[src/rtl/exec_control_pipe_if.sv]
// rtl/exec_control_pipe_if.sv - decode-to-execute control bundle for exec_control_pipe
//
// Carries the decoded control word, hazard-unit controls and Execute ALU flags
// into the pipe, and the per-stage controls, branch strobes and committed flags
// back out.
//   master: decode/hazard side (drives control word, stallE, flushE, ALU flags)
//   slave : exec_control_pipe
interface exec_control_pipe_if #(
    parameter int OPCODEWIDTH  = 4,
    parameter int ALUCTRLWIDTH = 3
);
    logic                    stallE;
    logic                    flushE;
    logic                    validD;
    logic [OPCODEWIDTH-1:0]  opcodeD;
    logic                    writeEnableDD;
    logic                    writeDataEnableMD;
    logic                    resultSelectorWBD;
    logic                    data2SelectorED;
    logic                    outFlagD;
    logic [ALUCTRLWIDTH-1:0] aluControlED;
    logic                    NE;
    logic                    ZE;
    logic                    VE;
    logic                    CE;
    logic [ALUCTRLWIDTH-1:0] aluControlE;
    logic                    data2SelectorE;
    logic                    takeBranchE;
    logic                    flushFD;
    logic                    writeDataEnableM;
    logic                    resultSelectorM;
    logic                    outFlagM;
    logic                    writeEnableM;
    logic                    writeEnableW;
    logic                    resultSelectorW;
    logic [3:0]              flagsQ;

    modport master (
        output stallE, flushE, validD, opcodeD, writeEnableDD, writeDataEnableMD,
               resultSelectorWBD, data2SelectorED, outFlagD, aluControlED,
               NE, ZE, VE, CE,
        input  aluControlE, data2SelectorE, takeBranchE, flushFD, writeDataEnableM,
               resultSelectorM, outFlagM, writeEnableM, writeEnableW, resultSelectorW,
               flagsQ
    );

    modport slave (
        input  stallE, flushE, validD, opcodeD, writeEnableDD, writeDataEnableMD,
               resultSelectorWBD, data2SelectorED, outFlagD, aluControlED,
               NE, ZE, VE, CE,
        output aluControlE, data2SelectorE, takeBranchE, flushFD, writeDataEnableM,
               resultSelectorM, outFlagM, writeEnableM, writeEnableW, resultSelectorW,
               flagsQ
    );
endinterface

[src/rtl/exec_control_pipe.sv]
// rtl/exec_control_pipe.sv - E/M/W control pipeline, NZVC flag register and branch resolver
//
// Ports:
//   clk  : pipeline clock, rising edge
//   rstN : asynchronous active-low reset; all stages become bubbles, flags clear
//   bus  : exec_control_pipe_if.slave - decode control word and hazard controls in,
//          Execute/Memory/Writeback controls, takeBranchE/flushFD and flagsQ out
module exec_control_pipe #(
    parameter int OPCODEWIDTH  = 4,
    parameter int ALUCTRLWIDTH = 3
) (
    input  logic               clk,
    input  logic               rstN,
    exec_control_pipe_if.slave bus
);
    localparam logic [OPCODEWIDTH-1:0] OP_CMP = OPCODEWIDTH'(4'b1010);
    localparam logic [OPCODEWIDTH-1:0] OP_B   = OPCODEWIDTH'(4'b1011);
    localparam logic [OPCODEWIDTH-1:0] OP_BEQ = OPCODEWIDTH'(4'b1100);
    localparam logic [OPCODEWIDTH-1:0] OP_BNE = OPCODEWIDTH'(4'b1101);
    localparam logic [OPCODEWIDTH-1:0] OP_BLT = OPCODEWIDTH'(4'b1110);
    localparam logic [OPCODEWIDTH-1:0] OP_BGE = OPCODEWIDTH'(4'b1111);

    typedef struct packed {
        logic                    valid;
        logic [OPCODEWIDTH-1:0]  opcode;
        logic                    write_enable;
        logic                    write_data_enable;
        logic                    result_selector;
        logic                    data2_selector;
        logic                    out_flag;
        logic [ALUCTRLWIDTH-1:0] alu_control;
    } e_word_t;

    typedef struct packed {
        logic valid;
        logic write_enable;
        logic write_data_enable;
        logic result_selector;
        logic out_flag;
    } m_word_t;

    typedef struct packed {
        logic valid;
        logic write_enable;
        logic result_selector;
    } w_word_t;

    e_word_t    d_word;
    e_word_t    e_q;
    m_word_t    m_q;
    w_word_t    w_q;
    logic [3:0] flags_q;
    logic       branch_cond;
    logic       take_branch;

    // A decode slot without a real instruction loads as an all-zero bubble.
    always_comb begin
        d_word = '0;
        if (bus.validD) begin
            d_word.valid             = 1'b1;
            d_word.opcode            = bus.opcodeD;
            d_word.write_enable      = bus.writeEnableDD;
            d_word.write_data_enable = bus.writeDataEnableMD;
            d_word.result_selector   = bus.resultSelectorWBD;
            d_word.data2_selector    = bus.data2SelectorED;
            d_word.out_flag          = bus.outFlagD;
            d_word.alu_control       = bus.aluControlED;
        end
    end

    // flags_q is {N,Z,V,C}; non-branch opcodes never satisfy the condition.
    always_comb begin
        branch_cond = 1'b0;
        case (e_q.opcode)
            OP_B:    branch_cond = 1'b1;
            OP_BEQ:  branch_cond = flags_q[2];
            OP_BNE:  branch_cond = !flags_q[2];
            OP_BLT:  branch_cond = flags_q[3] != flags_q[1];
            OP_BGE:  branch_cond = flags_q[3] == flags_q[1];
            default: branch_cond = 1'b0;
        endcase
    end

    // A stalled branch must not redirect yet; it fires on the first free cycle.
    assign take_branch = e_q.valid & !bus.stallE & branch_cond;

    always_ff @(posedge clk or negedge rstN) begin
        if (!rstN) begin
            e_q <= '0;
        end else if (take_branch || bus.flushE) begin
            // The taken branch squashes the wrong-path instruction now in decode.
            e_q <= '0;
        end else if (!bus.stallE) begin
            e_q <= d_word;
        end
    end

    always_ff @(posedge clk or negedge rstN) begin
        if (!rstN) begin
            m_q <= '0;
        end else if (bus.stallE) begin
            // The held E instruction must not also advance into M.
            m_q <= '0;
        end else begin
            m_q.valid             <= e_q.valid;
            m_q.write_enable      <= e_q.write_enable;
            m_q.write_data_enable <= e_q.write_data_enable;
            m_q.result_selector   <= e_q.result_selector;
            m_q.out_flag          <= e_q.out_flag;
        end
    end

    always_ff @(posedge clk or negedge rstN) begin
        if (!rstN) begin
            w_q <= '0;
        end else begin
            w_q.valid           <= m_q.valid;
            w_q.write_enable    <= m_q.write_enable;
            w_q.result_selector <= m_q.result_selector;
        end
    end

    // Updating at the compare's own edge lets a branch right behind it see the new flags.
    always_ff @(posedge clk or negedge rstN) begin
        if (!rstN) begin
            flags_q <= 4'b0000;
        end else if (e_q.valid && !bus.stallE && (e_q.opcode == OP_CMP)) begin
            flags_q <= {bus.NE, bus.ZE, bus.VE, bus.CE};
        end
    end

    assign bus.aluControlE      = e_q.alu_control;
    assign bus.data2SelectorE   = e_q.data2_selector;
    assign bus.takeBranchE      = take_branch;
    assign bus.flushFD          = take_branch;
    assign bus.writeEnableM     = m_q.valid & m_q.write_enable;
    assign bus.writeDataEnableM = m_q.valid & m_q.write_data_enable;
    assign bus.resultSelectorM  = m_q.valid & m_q.result_selector;
    assign bus.outFlagM         = m_q.valid & m_q.out_flag;
    assign bus.writeEnableW     = w_q.valid & w_q.write_enable;
    assign bus.resultSelectorW  = w_q.valid & w_q.result_selector;
    assign bus.flagsQ           = flags_q;
endmodule

[src/flat_wrapper.sv]
// flat-port wrapper written by rule: the top's interface ports become plain ports
module exec_control_pipe_flat 
#(
    parameter int OPCODEWIDTH  = 4,
    parameter int ALUCTRLWIDTH = 3
)
  (clk, rstN, bus_stallE, bus_flushE, bus_validD, bus_opcodeD, bus_writeEnableDD, bus_writeDataEnableMD, bus_resultSelectorWBD, bus_data2SelectorED, bus_outFlagD, bus_aluControlED, bus_NE, bus_ZE, bus_VE, bus_CE, bus_aluControlE, bus_data2SelectorE, bus_takeBranchE, bus_flushFD, bus_writeDataEnableM, bus_resultSelectorM, bus_outFlagM, bus_writeEnableM, bus_writeEnableW, bus_resultSelectorW, bus_flagsQ);
  exec_control_pipe_if #(.OPCODEWIDTH(OPCODEWIDTH), .ALUCTRLWIDTH(ALUCTRLWIDTH)) bus_i ();
  input  logic clk;
  input  logic rstN;
  input wire logic [$bits(bus_i.stallE)-1:0] bus_stallE;
  input wire logic [$bits(bus_i.flushE)-1:0] bus_flushE;
  input wire logic [$bits(bus_i.validD)-1:0] bus_validD;
  input wire logic [$bits(bus_i.opcodeD)-1:0] bus_opcodeD;
  input wire logic [$bits(bus_i.writeEnableDD)-1:0] bus_writeEnableDD;
  input wire logic [$bits(bus_i.writeDataEnableMD)-1:0] bus_writeDataEnableMD;
  input wire logic [$bits(bus_i.resultSelectorWBD)-1:0] bus_resultSelectorWBD;
  input wire logic [$bits(bus_i.data2SelectorED)-1:0] bus_data2SelectorED;
  input wire logic [$bits(bus_i.outFlagD)-1:0] bus_outFlagD;
  input wire logic [$bits(bus_i.aluControlED)-1:0] bus_aluControlED;
  input wire logic [$bits(bus_i.NE)-1:0] bus_NE;
  input wire logic [$bits(bus_i.ZE)-1:0] bus_ZE;
  input wire logic [$bits(bus_i.VE)-1:0] bus_VE;
  input wire logic [$bits(bus_i.CE)-1:0] bus_CE;
  output wire logic [$bits(bus_i.aluControlE)-1:0] bus_aluControlE;
  output wire logic [$bits(bus_i.data2SelectorE)-1:0] bus_data2SelectorE;
  output wire logic [$bits(bus_i.takeBranchE)-1:0] bus_takeBranchE;
  output wire logic [$bits(bus_i.flushFD)-1:0] bus_flushFD;
  output wire logic [$bits(bus_i.writeDataEnableM)-1:0] bus_writeDataEnableM;
  output wire logic [$bits(bus_i.resultSelectorM)-1:0] bus_resultSelectorM;
  output wire logic [$bits(bus_i.outFlagM)-1:0] bus_outFlagM;
  output wire logic [$bits(bus_i.writeEnableM)-1:0] bus_writeEnableM;
  output wire logic [$bits(bus_i.writeEnableW)-1:0] bus_writeEnableW;
  output wire logic [$bits(bus_i.resultSelectorW)-1:0] bus_resultSelectorW;
  output wire logic [$bits(bus_i.flagsQ)-1:0] bus_flagsQ;
  assign bus_i.stallE = bus_stallE;
  assign bus_i.flushE = bus_flushE;
  assign bus_i.validD = bus_validD;
  assign bus_i.opcodeD = bus_opcodeD;
  assign bus_i.writeEnableDD = bus_writeEnableDD;
  assign bus_i.writeDataEnableMD = bus_writeDataEnableMD;
  assign bus_i.resultSelectorWBD = bus_resultSelectorWBD;
  assign bus_i.data2SelectorED = bus_data2SelectorED;
  assign bus_i.outFlagD = bus_outFlagD;
  assign bus_i.aluControlED = bus_aluControlED;
  assign bus_i.NE = bus_NE;
  assign bus_i.ZE = bus_ZE;
  assign bus_i.VE = bus_VE;
  assign bus_i.CE = bus_CE;
  assign bus_aluControlE = bus_i.aluControlE;
  assign bus_data2SelectorE = bus_i.data2SelectorE;
  assign bus_takeBranchE = bus_i.takeBranchE;
  assign bus_flushFD = bus_i.flushFD;
  assign bus_writeDataEnableM = bus_i.writeDataEnableM;
  assign bus_resultSelectorM = bus_i.resultSelectorM;
  assign bus_outFlagM = bus_i.outFlagM;
  assign bus_writeEnableM = bus_i.writeEnableM;
  assign bus_writeEnableW = bus_i.writeEnableW;
  assign bus_resultSelectorW = bus_i.resultSelectorW;
  assign bus_flagsQ = bus_i.flagsQ;
  exec_control_pipe #(.OPCODEWIDTH(OPCODEWIDTH), .ALUCTRLWIDTH(ALUCTRLWIDTH)) u_core (.clk(clk), .rstN(rstN), .bus(bus_i));
endmodule
[config.mk]
export PLATFORM = sky130hd
export DESIGN_NAME = exec_control_pipe_flat
export DESIGN_NICKNAME = d
export VERILOG_FILES = /design/src/rtl/exec_control_pipe_if.sv /design/src/rtl/exec_control_pipe.sv /design/src/flat_wrapper.sv
export SDC_FILE = /design/constraint.sdc
export NUM_CORES = 1
export LEC_CHECK = 0
export BUFFER_PORTS_ARGS = -buffer_cell sky130_fd_sc_hd__buf_4
export CAP_MARGIN = 25
export CELL_PAD_IN_SITES_DETAIL_PLACEMENT = 0
export CELL_PAD_IN_SITES_GLOBAL_PLACEMENT = 2
export CORE_UTILIZATION = 32
export CTS_BUF_LIST = sky130_fd_sc_hd__clkbuf_16
export DETAILED_ROUTE_END_ITERATION = 10
export HOLD_SLACK_MARGIN = 0.06
export PLACE_DENSITY_LB_ADDON = 0.1
export SYNTH_ARGS = -nofsm -noshare
export SYNTH_HDL_FRONTEND = slang
export SYNTH_SLANG_ARGS = --single-unit
[constraint.sdc]
create_clock -name clk -period 4.93 [get_ports clk]
set_clock_uncertainty 0.05 [all_clocks]
set_input_delay 0.986 -clock clk [delete_from_list [all_inputs] [get_ports clk]]
set_output_delay 0.986 -clock clk [all_outputs]
set_load 0.1 [all_outputs]
==> impl_metrics.yaml, run 1 <==
status:
  outcome: "completed"
layout:
  layout_common_cells: "buf_4, dfrtp_1, nor2_1"
  antennaDiodeCount: 0
  final_common_cell: "buf_4"
  num-fill-cells: 307
  syn2layout_area_growth_pct: 34.29
  finalNetCount: 143
  drive_gt1_share_pct: 38.84
  multi_input_area_um2: 374.1
  ff_latch_area_um2: 625.6
synthesis:
  synth_cells: 87
  synth_seq_cells: 25
  synth.distinct_cells: 20
  yosys.area.top_type_share_pct: 59.52
  yosys_warnings: 0
  ys_seq_area_share_pct: 59.52
  synth_area_um2: 1051
  syn-num-nets: 108
  yosysTopAreaCell: "dfrtp_1"
  ys_top_cells_by_area: "dfrtp_1, a22oi_1, mux2_2, nor2_1, and2_1"
  avgSynthCellArea_um2: 12.08
routing:
  dr.first_iter.drc_count: 24
  antenna_left: 0
  drc_errors: 0
  wirelength_mm: 2.055
  vias_per_cell: 4.606
  drt-pass1-iter-count: 4
  wl_per_cell_um: 12.45
  vias: 760
clock_tree:
  clkTransAtPathRegs_ps: 60
  ctsRootBufferMaster: "clkbuf_16"
  htree_levels: 1
  cts_tree: "done"
  clk_latency_ps: 260
  cts_sinks: 25
  ctsResizeCount: 0
  numCtsBuffers: 3
  post_cts_buffers: 0
  cts_buffer_depth: 2
  cts_hold_buf: 0
global_routing:
  antenna_found_initial: 0
  grt_max_degree: 26
  grt_overflow: 0
  grt_pass1_vias: 717
  grt_usage_pct: 13.88
  grt_pass1_wl_mm: 3.374
power_and_ir_drop:
  worst_ir_drop_vdd_mv: 0.1133
  leakage_nw: 0.7023
  power.density_nw_per_um2: 311.1
die:
  initial_core_util_pct: 34.15
  die-area_um2: 3518
  die_w_um: 59.31
  rows: 20
  die_h_um: 59.31
  core_um2: 3078
  boundaryPins: 37
worst_setup_path:
  crit_path_max_fanout: 15
  max_stage_delay_ps: 400
  cp.arrival_ps: 2190
  worstSetupPathType: "in -> out"
  end_kind: "output pin"
  cp_common_cell: "buf_4"
  cp_cell_sequence: "buf_4 -> nor2b_1 -> nand2_1 -> a31oi_4 -> buf_4"
  crit_required_ps: 3890
  cp.buffers_inverters: 2
  start_kind: "input port"
  crit_family: "buffers and inverters"
  cpMaxStageDelayCell: "a31oi_4"
placement:
  gp_congestion: 0.6570
  io_buffer_count: 36
sta:
  max_slew_margin_pct: 37.30
  setup_viol: 0
  finalCriticalPeriod_ps: 3224
  slew_viol_final: 0
  clock.fmax_mhz: 310.1
  hold_viol_final: 0
  worstMarginPinSlew_ps: 938.5
  tns_ps: 0
  rsz0062_at_grt: "false"
  period_share_pct: 65.40
  holdWs_ps: 318.2
run:
  maxCapViolations: 0
hold_path:
  hold_path.class: "reg -> reg"
==> kinds of logic after synthesis <==
logic type	after synthesis	synth area share [%]
compound gates	15	11.67
xor+xnor	1	0.8335
buf+inv	7	4.881
flops	25	59.52
mux	5	5.357
simple gates	34	17.74
==> routing by layer <==
metal	wire, µm	track usage (%)	part of all wire (%)
met1	979	18.58	48
met2	850	18.62	41
met3	162	4.367	7.9
met4	64	10.20	3.1
met5	0	0	0
==> path summary, 6_finish.rpt <==
path                                                  start  slack (ps)                         to  depth (start not counted)
min in group asynchronous                              rstN         570    u_core.m_q[2]$_DFF_PN0_                          1
max                                              bus_stallE        1710            bus_takeBranchE                          5
min reg2reg                         u_core.m_q[3]$_DFF_PN0_         320    u_core.w_q[1]$_DFF_PN0_                          0
min                                 u_core.m_q[3]$_DFF_PN0_         320    u_core.w_q[1]$_DFF_PN0_                          0
max in group asynchronous                              rstN        4020  u_core.e_q[9]$_DFFE_PN0P_                          1
max reg2reg                u_core.bus.flagsQ[1]$_DFFE_PN0P_        3250  u_core.e_q[8]$_DFFE_PN0P_                          4
==> registers in the layout (all words and copies together), names as in the netlist <==
signal                     cells
u_core.bus.aluControlE         3
u_core.bus.data2SelectorE      1
u_core.bus.flagsQ              4
u_core.e_q                     9
u_core.m_q                     5
u_core.w_q                     3
==> final cells by class <==
class                      count  area share, %
sequential                    25          44.33
multi-input combinational     55          26.51
timing repair buffer          37          19.68
clock buffer                   3          5.319
tap                           44          3.901
clock inverter                 1         0.2660
==> report_power, final <==
group	internal (mW)	switching [mW]	total, mW
combinational	0.0177	0.0279	0.0456
clock	0.108	0.0691	0.178
sequential	0.212	0.00446	0.216
total	0.338	0.101	0.439
==> stage by stage <==
stage	setup WS (ps)	area (µm²)	total power, mW	util (%)	cells
floorplan	1587	1051	0.2442	-	87
global placement	1709	1333	0.2656	43.29	161
detailed placement	1696	1333	0.2661	43.29	161
CTS	1688	1411	0.4455	45.85	165
global route	1615	1411	0.4591	45.85	165
finish	1706	1411	0.4391	45.85	165
==> worst register-to-register path: cells and delay by family, from the launching register on <==
kind,cells,cell delay [ps]
compound gates,1,390
xor+xnor,1,220
simple gates,1,100
flops,1,400
mux,1,390
==> cell usage after synthesis <==
| master | n |
|---|---|
| mux2_2 | 5 |
| buf_2 | 2 |
| nor4bb_1 | 1 |
| nand4b_1 | 1 |
| nor2b_1 | 6 |
| nand2_1 | 2 |
| buf_4 | 4 |
| nand3b_1 | 1 |
| a31oi_4 | 1 |
| and2_1 | 6 |
| nor3b_1 | 1 |
| and4bb_2 | 1 |
| buf_6 | 1 |
| a22oi_1 | 12 |
| dfrtp_1 | 25 |
| a21oi_1 | 1 |
| xnor2_1 | 1 |
| nand3_1 | 1 |
| a31oi_1 | 1 |
| nor2_1 | 14 |
Power figures use the tool's default switching activity.
==> inputs of run 2 (changes only) <==
- CORE_UTILIZATION: 32 -> 30
- clock period: 4.93 -> 3.3 ns (I/O delays scaled with it)
==> impl_metrics.yaml, run 2 (synthesis results as in run 1) <==
worst_setup_path:
  crit_path_max_fanout: 7
  start_kind: "flip-flop"
  cpMaxStageDelayCell: "dfrtp_1"
  cp_cell_sequence: "xnor2_1 -> mux2_2 -> a31oi_4 -> buf_4"
  worstSetupPathType: "reg -> out"
  crit_required_ps: 2590
  max_stage_delay_ps: 400
  end_kind: "output pin"
  cp.arrival_ps: 1860
clock_tree:
  ctsResizeCount: 0
  numCtsBuffers: 3
  cts_buffer_depth: 2
  post_cts_buffers: 0
  cts_hold_buf: 0
  ctsRootBufferMaster: "clkbuf_16"
  htree_levels: 1
  clk_latency_ps: 250
  cts_sinks: 25
  clkTransAtPathRegs_ps: 60
  cts_tree: "done"
sta:
  rsz0062_at_grt: "false"
  hold_viol_final: 0
  period_share_pct: 77.75
  setup_viol: 0
  clock.fmax_mhz: 389.8
  max_slew_margin_pct: 34.33
  holdWs_ps: 252.8
  tns_ps: 0
  slew_viol_final: 0
  finalCriticalPeriod_ps: 2566
  worstMarginPinSlew_ps: 983.0
global_routing:
  grt_usage_pct: 12.49
  antenna_found_initial: 0
  grt_overflow: 0
  grt_pass1_wl_mm: 3.263
  grt_pass1_vias: 680
  grt_max_degree: 26
routing:
  dr.first_iter.drc_count: 10
  wl_per_cell_um: 12.46
  wirelength_mm: 2.093
  vias: 774
  vias_per_cell: 4.607
  drt-pass1-iter-count: 2
  drc_errors: 0
  antenna_left: 0
status:
  outcome: "completed"
layout:
  syn2layout_area_growth_pct: 35.24
  layout_common_cells: "buf_4, dfrtp_1, nor2_1"
  finalNetCount: 144
  drive_gt1_share_pct: 39.34
  num-fill-cells: 345
  antennaDiodeCount: 0
  largest_register_ff_count: 9
  final_common_cell: "buf_4"
  top_register: "u_core.e_q"
die:
  boundaryPins: 37
  initial_core_util_pct: 31.50
  die_w_um: 61.19
  die-area_um2: 3744
  die_h_um: 61.19
  core_um2: 3337
  rows: 21
placement:
  gp_congestion: 0.7105
  hpwlAfterDp_mm: 1.470
  io_buffer_count: 36
run:
  maxCapViolations: 0
hold_path:
  hold_path.class: "in -> async"
power_and_ir_drop:
  leakage_nw: 0.7077
  power.density_nw_per_um2: 456.4
  worst_ir_drop_vdd_mv: 0.1577
run 2: cell types whose count changed in the layout (fill, tap and decap cells not counted), sizes merged:
cell / change
buf: +1
run 2: worst max-delay path: cells and delay by family, from the launching register on:
family / cells / cell delay [ps]
flip-flops: 1 / 400
buffers and inverters: 1 / 340
AO/OA/AOI/OAI: 1 / 240
XOR/XNOR: 1 / 230
multiplexers: 1 / 390
run 2: path summary, 6_finish.rpt:
check,start,to,slack [ps],cells after the start
worst min register to register,u_core.m_q[3]$_DFF_PN0_,u_core.w_q[1]$_DFF_PN0_,320,0
worst max-delay path,u_core.bus.flagsQ[1]$_DFFE_PN0P_,bus_takeBranchE,730,4
worst min-delay path,rstN,u_core.e_q[3]$_DFFE_PN0P_,250,1
max in group asynchronous,rstN,u_core.e_q[12]$_DFFE_PN0P_,2710,1
min in group clk,u_core.m_q[3]$_DFF_PN0_,u_core.w_q[1]$_DFF_PN0_,320,0
worst max register to register,u_core.bus.flagsQ[1]$_DFFE_PN0P_,u_core.e_q[6]$_DFFE_PN0P_,1600,5
run 2: power breakdown:
part           switching (mW)  internal (mW)  leakage [nW]
Sequential            0.00683          0.316         0.343
Clock                  0.0960          0.162        0.0423
Combinational          0.0418         0.0265         0.323
Total                   0.145          0.504         0.708
run 2: stage by stage:
stage | total power, mW | setup WS (ps) | utilization [%] | area (µm²) | cells
global placement | 0.3970 | 905.4 | 40.23 | 1343 | 164
detailed placement | 0.3982 | 884.5 | 40.23 | 1343 | 164
finish | 0.6487 | 734.4 | 42.59 | 1421 | 168
floorplan | 0.3648 | 282.6 | - | 1051 | 87
CTS | 0.6617 | 706.9 | 42.59 | 1421 | 168
global route | 0.6784 | 644.0 | 42.59 | 1421 | 168
run 2: cell type report:
type / instances / area, µm² / area share [%]
sequential: 25 / 625.6 / 44.01
timing repair buffer: 38 / 285.3 / 20.07
clock buffer: 3 / 75.07 / 5.282
tap: 46 / 57.56 / 4.049
multi-input combinational: 55 / 374.1 / 26.32
clock inverter: 1 / 3.754 / 0.2641
run 2: per-layer routing:
metal	vias up	GRT usage, %	part of all wire, %
li1	367	-	-
met1	378	17.29	46
met2	27	18.17	46
met3	2	2.731	6.5
met4	0	6.818	0.72
met5	-	0	0
